File: config.mk
export PLATFORM = sky130hd
export DESIGN_NAME = sync_fifo_param
export DESIGN_NICKNAME = d
export VERILOG_FILES = /design/src/rtl/sync_fifo_param.sv
export SDC_FILE = /design/constraint.sdc
export NUM_CORES = 1
export LEC_CHECK = 0
export ABC_AREA = 1
export CAP_MARGIN = 5
export CORE_MARGIN = 3
export CORE_UTILIZATION = 30
export DETAILED_ROUTE_END_ITERATION = 10
export PLACE_DENSITY = 0.55
export SYNTH_ARGS = -nofsm -noshare
export SYNTH_HDL_FRONTEND = slang
export SYNTH_SLANG_ARGS = --single-unit
File: constraint.sdc
create_clock -name clk -period 2.7 [get_ports clk]
set_clock_uncertainty 0.1 [all_clocks]
set_input_delay 0.27 -clock clk [delete_from_list [all_inputs] [get_ports clk]]
set_output_delay 0.27 -clock clk [all_outputs]
set_load 0.05 [all_outputs]
File: src/rtl/sync_fifo_param.sv
`default_nettype none
// ============================================================================
//  Module      : sync_fifo_param
//  Description : Single-clock parametrised FIFO with occupancy count,
//                almost-full/almost-empty thresholds, registered read data
//                with a valid strobe, and sticky overflow/underflow flags.
//  Revision    : 1.0  - initial release
// ============================================================================
module sync_fifo_param #(
    parameter int DATA_WIDTH    = 8,
    parameter int ADDR_WIDTH    = 2,
    parameter int AFULL_THRESH  = 3,
    parameter int AEMPTY_THRESH = 1
) (
    input  logic                  clk,
    input  logic                  reset,
    input  logic                  wr,
    input  logic                  rd,
    input  logic                  clr_err,
    input  logic [DATA_WIDTH-1:0] data_in,
    output logic [DATA_WIDTH-1:0] data_out,
    output logic                  rd_valid,
    output logic                  empty,
    output logic                  full,
    output logic                  almost_empty,
    output logic                  almost_full,
    output logic [ADDR_WIDTH:0]   count,
    output logic                  overflow,
    output logic                  underflow
);

    localparam int                  c_DEPTH     = 1 << ADDR_WIDTH;
    localparam int                  c_IDX_W     = (ADDR_WIDTH > 0) ? ADDR_WIDTH : 1;
    localparam logic [ADDR_WIDTH:0] c_DEPTH_CNT = (ADDR_WIDTH+1)'(c_DEPTH);
    localparam logic [ADDR_WIDTH:0] c_AFULL     = (ADDR_WIDTH+1)'(AFULL_THRESH);
    localparam logic [ADDR_WIDTH:0] c_AEMPTY    = (ADDR_WIDTH+1)'(AEMPTY_THRESH);
    localparam logic [ADDR_WIDTH:0] c_ONE       = (ADDR_WIDTH+1)'(1);
    localparam logic [ADDR_WIDTH:0] c_ZERO      = '0;

    logic [DATA_WIDTH-1:0] r_mem [c_DEPTH];
    logic [ADDR_WIDTH:0]   r_wr_ptr;
    logic [ADDR_WIDTH:0]   r_rd_ptr;
    logic [ADDR_WIDTH:0]   r_count;
    logic [DATA_WIDTH-1:0] r_data_out;
    logic                  r_rd_valid;
    logic                  r_overflow;
    logic                  r_underflow;

    logic                  w_empty;
    logic                  w_full;
    logic                  w_wr_acc;
    logic                  w_rd_acc;
    logic [c_IDX_W-1:0]    w_wr_idx;
    logic [c_IDX_W-1:0]    w_rd_idx;

    // The pointer MSB only disambiguates wrap laps; storage is addressed by the low bits.
    generate
        if (ADDR_WIDTH > 0) begin : g_idx_multi
            assign w_wr_idx = r_wr_ptr[c_IDX_W-1:0];
            assign w_rd_idx = r_rd_ptr[c_IDX_W-1:0];
        end else begin : g_idx_single
            assign w_wr_idx = '0;
            assign w_rd_idx = '0;
        end
    endgenerate

    assign w_empty  = (r_count == c_ZERO);
    assign w_full   = (r_count == c_DEPTH_CNT);
    assign w_wr_acc = wr & ~w_full;
    assign w_rd_acc = rd & ~w_empty;

    // Storage is deliberately left out of reset.
    always_ff @(posedge clk) begin
        if (w_wr_acc && !reset) begin
            r_mem[w_wr_idx] <= data_in;
        end
    end

    always_ff @(posedge clk) begin
        if (reset) begin
            r_wr_ptr    <= '0;
            r_rd_ptr    <= '0;
            r_count     <= '0;
            r_data_out  <= '0;
            r_rd_valid  <= 1'b0;
            r_overflow  <= 1'b0;
            r_underflow <= 1'b0;
        end else begin
            if (w_wr_acc) begin
                r_wr_ptr <= r_wr_ptr + c_ONE;
            end

            if (w_rd_acc) begin
                r_data_out <= r_mem[w_rd_idx];
                r_rd_ptr   <= r_rd_ptr + c_ONE;
                r_rd_valid <= 1'b1;
            end else begin
                r_rd_valid <= 1'b0;
            end

            case ({w_wr_acc, w_rd_acc})
                2'b10:   r_count <= r_count + c_ONE;
                2'b01:   r_count <= r_count - c_ONE;
                default: r_count <= r_count;
            endcase

            // A fresh error outranks a clear requested in the same cycle.
            if (wr && w_full) begin
                r_overflow <= 1'b1;
            end else if (clr_err) begin
                r_overflow <= 1'b0;
            end

            if (rd && w_empty) begin
                r_underflow <= 1'b1;
            end else if (clr_err) begin
                r_underflow <= 1'b0;
            end
        end
    end

    assign data_out     = r_data_out;
    assign rd_valid     = r_rd_valid;
    assign count        = r_count;
    assign empty        = w_empty;
    assign full         = w_full;
    assign almost_empty = (r_count <= c_AEMPTY);
    assign almost_full  = (r_count >= c_AFULL);
    assign overflow     = r_overflow;
    assign underflow    = r_underflow;

endmodule
`default_nettype wire

==> Yosys cells after proc, flatten, opt, wreduce, memory -nomap -nowiden <==
Memories as Yosys holds them, arrays and structs flattened. A register that Yosys moved wholly into a read port is not among the register bits.
Cells that the tools add are included.
{ "classes": {"n_eq_ne": 3, "n_div": 0, "mux": 7, "shifts": 0, "n_reduce_logical": 8, "multipliers": 0, "magnitude_cmp": 2, "addsub": 4, "bitwise": 4} }
{ "ops": {"columns": ["cell", "n"], "rows": [
  ["3-bit by 1-bit adder with 3-bit output (second input constant)", 3],
  ["1-bit 2-to-1 mux", 6],
  ["3-bit one-hot mux with 2 select lines", 1],
  ["2-bit nonzero test", 3],
  ["3-bit equality test (second input constant)", 1],
  ["3-bit by 2-bit greater-or-equal comparator with 1-bit output (second input constant)", 1],
  ["3-bit by 1-bit <= comparator with 1-bit output (second input constant)", 1],
  ["1-bit logical AND", 3],
  ["3-bit zero test", 1],
  ["3-bit by 1-bit subtractor with 3-bit output (second input constant)", 1],
  ["1-bit bitwise AND", 2],
  ["2-bit by 1-bit equality test with 1-bit output (second input constant)", 1],
  ["2-bit equality test (second input constant)", 1],
  ["1-bit inverter", 2],
  ["1-bit zero test", 1]
]} }
{ "totals": {"romBits": 0, "elab_cells": 35, "in_bits": 13, "mem_bits_rw": 32, "regBits": 12, "latch_bits": 0, "n_memories": 1} }
{ "memory_table": {"columns": ["name", "depth", "width", "read_ports", "rd_clocked_by_memory_dff", "wr", "line", "rtl"], "rows": [
  ["r_mem", 4, 8, 1, 1, 1, "40", "logic [DATA_WIDTH-1:0] r_mem [c_DEPTH];"]
]} }

==> Depth between registers and ports, before layout <==
{ "logic_depth": {"ltp_word": 6, "mapped_depth": 10, "ltp_nobuf": 10} }

==> Worst setup path before layout <==
No wires, ideal clock.
{ "synth_path": {"kind": "register -> output", "from": "reg r_count[0] (netlist: count[0])", "to": "out almost_full", "t_arrival_ns": 1.990, "stages_incl_launch_ff": 3, "path_slack_ns": 0.340, "path_cell_list": "dfxtp_1 -> inv_1 -> o21ai_0"} }
{ "synth_between": {"elab_chain_len": 1} }
{ "synth_lines": {"columns": ["item", "line", "rtl"], "rows": [
  ["start: declaration", "43", "logic [ADDR_WIDTH:0] r_count;"],
  ["start signal: assignment", "102", "2'b10: r_count <= r_count + c_ONE;"],
  ["start signal: assignment", "103", "2'b01: r_count <= r_count - c_ONE;"],
  ["start signal: assignment", "104", "default: r_count <= r_count;"],
  ["3-bit by 2-bit greater-or-equal comparator with 1-bit output", "128", "assign almost_full = (r_count >= c_AFULL);"],
  ["end: declaration", "26", "output logic almost_full,"]
]} }
Every way passes these cells.

==> Final worst setup path <==
{ "layout_path": {"from": "reg r_count[0] (netlist: count[0])", "to": "out full"} }
{ "layout_between": {"elab_chain_len": 1} }
{ "layout_lines": {"columns": ["item", "line", "rtl"], "rows": [
  ["3-bit equality test", "68", "assign w_full = (r_count == c_DEPTH_CNT);"],
  ["end: declaration", "24", "output logic full,"]
]} }
Every way passes these cells.

==> run metrics <==
status complete, no violations; worst skew pair latency 0.29 ns; post-synthesis cell area 0.00219 sq mm; Critical Path AT 2.04 ns; internal power 1.49 mW; ant diodes 0; final setup violation count 0; hold slack final 0.366 ns; yosys warns 0; Final WS setup 0.290 ns; initial antenna violation count 0; share of cells above drive strength 1 12.3%; r2r worst-path depth 9; Num CTS Buffers 5; crit path cell chain inv_1, ha_1, nand2_1, inv_1, clkdlybuf4s50_1; CTS root buf clkbuf_8; vias in the first global route 1371; Top cell by count, worst path inv_1; Slew Viols, Final 0; CP startpoint kind register; multiplexer area fraction after synthesis 0%; Vias 1455; I/O pin cnt 31; P per Cell Area 965 mW/mm^2; grt ovf 0; clock buffer depth 2; Synth Area in Adders 5.72%; Initial Util 31.5%; XOR/XNOR Fraction of Synth Area 0.400%; Clk network pwr share 15.5%; crit path kind reg2out; number of cell rows 30; top cell type's share of synthesized area 43.9%; post-synthesis sequential area ratio 60.4%; Flop pwr share 39.2%; Worst Hold Depth 2; R2R setup slack 0.64 ns; drt total wl 3950 microns; worst slew pin tran 0.661 ns; Post-Syn Instances 215; Slowest-stage cell, CP clkdlybuf4s50_1; WHS Endpoint overflow; Inst Count DP 340; gr usage total 10.1%; fin crit share 89.3%; largest incremental delay on the critical path 0.80 ns; Setup WS pre-CTS 0.561 ns; clk sink count 50; fmax 415 MHz; hold buffer count at cts 0; Avg Cell Area, Syn 10.2 sq um; Post-CTS Resized 0; FF-to-FF Start count[0]; Post-CTS Setup Inserts 0; chip height 91.4 microns; CP required 2.33 ns; post-route insts no fill 348; Vias/cell 4.18; H-tree depth 2; Gate power share 45.3%; Fin. Hold Viols 0; Area Growth Syn to Fin 22.2%; Synth area leader edfxtp_1; Synth Area in Simple Gates 19.5%; IR Drop Worst-Case VDD 0.252 mV; Distinct cells, synth 19; CTS tree yes; most frequent cells in the layout nand2_1 (58), edfxtp_1 (32), clkdlybuf4s50_1 (30), inv_1 (23), nand3_1 (19); RSZ-0062 raised after global routing no; Die Area 0.00835 sq mm; first-pass GRT wire length 6600 microns; Core Footprint 0.00694 sq mm; post-route ant nets 0; commonest non-fill, non-tap cell in the layout nand2_1; top cells by area, synth edfxtp_1 (44%), dfxtp_1 (16%), nand2_1 (10%), ha_1 (5.7%), nand3_1 (4.3%); post-synthesis register bit count 50; Nets 274; Slew headroom 55.9%; DRT Pass-1 Iters 5; Sw Ratio 42.2%; die extent in x 91.4 microns; Synthesized Nets 238; WL per Instance 11.3 microns; DRC violations left 0; CP max FO 6; maxcap violations 0; complex-gate fraction of the synthesized area 6.86%; main combinational cell family by area after synthesis simple AND/OR/NAND/NOR gates; I/O Buffers 30; Reg-to-Reg End count[2]; Setup Total Neg Slack 0 ns; Placer Congestion 0.843; Hold Crit Class reg2reg; Worst-path clk slew 0.08 ns; initial DRC count 51; Hold Crit Start overflow; Leakage Power 1.07 nW; Net Switching 1.09 mW; post-detail-place hpwl 2850 microns; fin crit period 2.41 ns; final core occ 38.5%; Crit. End Element output pin; largest net degree at the start of global routing 20
==> power by group through the flow <==
stage | clock network (mW) | logic, mW | registers [mW]
2_1_floorplan | 0 | 0.660 | 1.23
3_3_place_gp | 0 | 1.17 | 1.03
3_5_place_dp | 0 | 1.18 | 1.03
4_1_cts | 0.418 | 1.18 | 1.01
5_1_grt | 0.451 | 1.28 | 1.03
6_report | 0.399 | 1.17 | 1.01
==> state kept, by name, summed over array words and instances (netlist names) <==
name,cells
count,3
data_out,8
overflow,1
r_mem,32
r_rd_ptr,2
r_wr_ptr,2
rd_valid,1
underflow,1
==> cell usage after synthesis <==
master    count
inv_4         1
nand2_1      58
clkinv_1      1
buf_6         2
nand4_1       1
a21oi_2       8
inv_2         2
nand2_2       8
dfxtp_1      18
nand3_1      19
ha_1         10
nor2_1        9
edfxtp_1     32
inv_1        23
xor2_1        1
a21oi_1      10
nand2_4       2
o21ai_0       6
buf_4         4
==> worst max-delay path: cells and delay by family (launching register included) <==
| kind | cells | cell delay (ns) |
|---|---|---|
| AND/OR/NAND/NOR | 1 | 0.11 |
| flip-flops | 1 | 0.35 |
| adder cells (fa/ha/maj) | 1 | 0.24 |
| buffers and inverters | 3 | 1.05 |
==> logic make-up after synthesis <==
logic type / Yosys count
XOR/XNOR: 1
AO/OA/AOI/OAI: 24
AND/OR/NAND/NOR: 97
adder cells (fa/ha/maj): 10
flip-flops: 50
buffers and inverters: 33
==> stage by stage <==
step | area (sq um) | power, mW
floorplan | 2190 | 1.89
global placement | 2590 | 2.20
detailed placement | 2590 | 2.21
CTS | 2670 | 2.62
global route | 2670 | 2.76
finish | 2670 | 2.58
==> metal layers <==
layer | GRT usage (%) | vias up | part of all wire (%)
met2 | 17.1 | 35 | 48
met4 | 3.02 | 0 | 1.2
met1 | 12.0 | 647 | 46
li1 | - | 769 | -
met5 | 0 | - | 0
met3 | 3.40 | 4 | 4.5
==> cell type report <==
| cell class | count | area (sq um) |
|---|---|---|
| fillers | 690 | 4270 |
| inverters | 27 | 104 |
| well taps | 96 | 120 |
| flip-flops and latches | 50 | 1320 |
| repair buffers | 35 | 338 |
| clock buffers | 8 | 80.1 |
| multi-input cells | 132 | 709 |
==> worst max-delay path by stage <==
stage	from	to	slack, ns	depth (start not counted)
6_report	count[0]	full	0.29	5
5_1_grt	count[1]	full	0.19	5
4_1_cts	count[0]	full	0.28	5
3_5_place_dp	rd	count[2]	0.56	7
3_3_place_gp	count[0]	full	0.65	5
2_1_floorplan	count[0]	almost_full	0.34	2
Note: power is estimated with default switching activity, not from simulation.
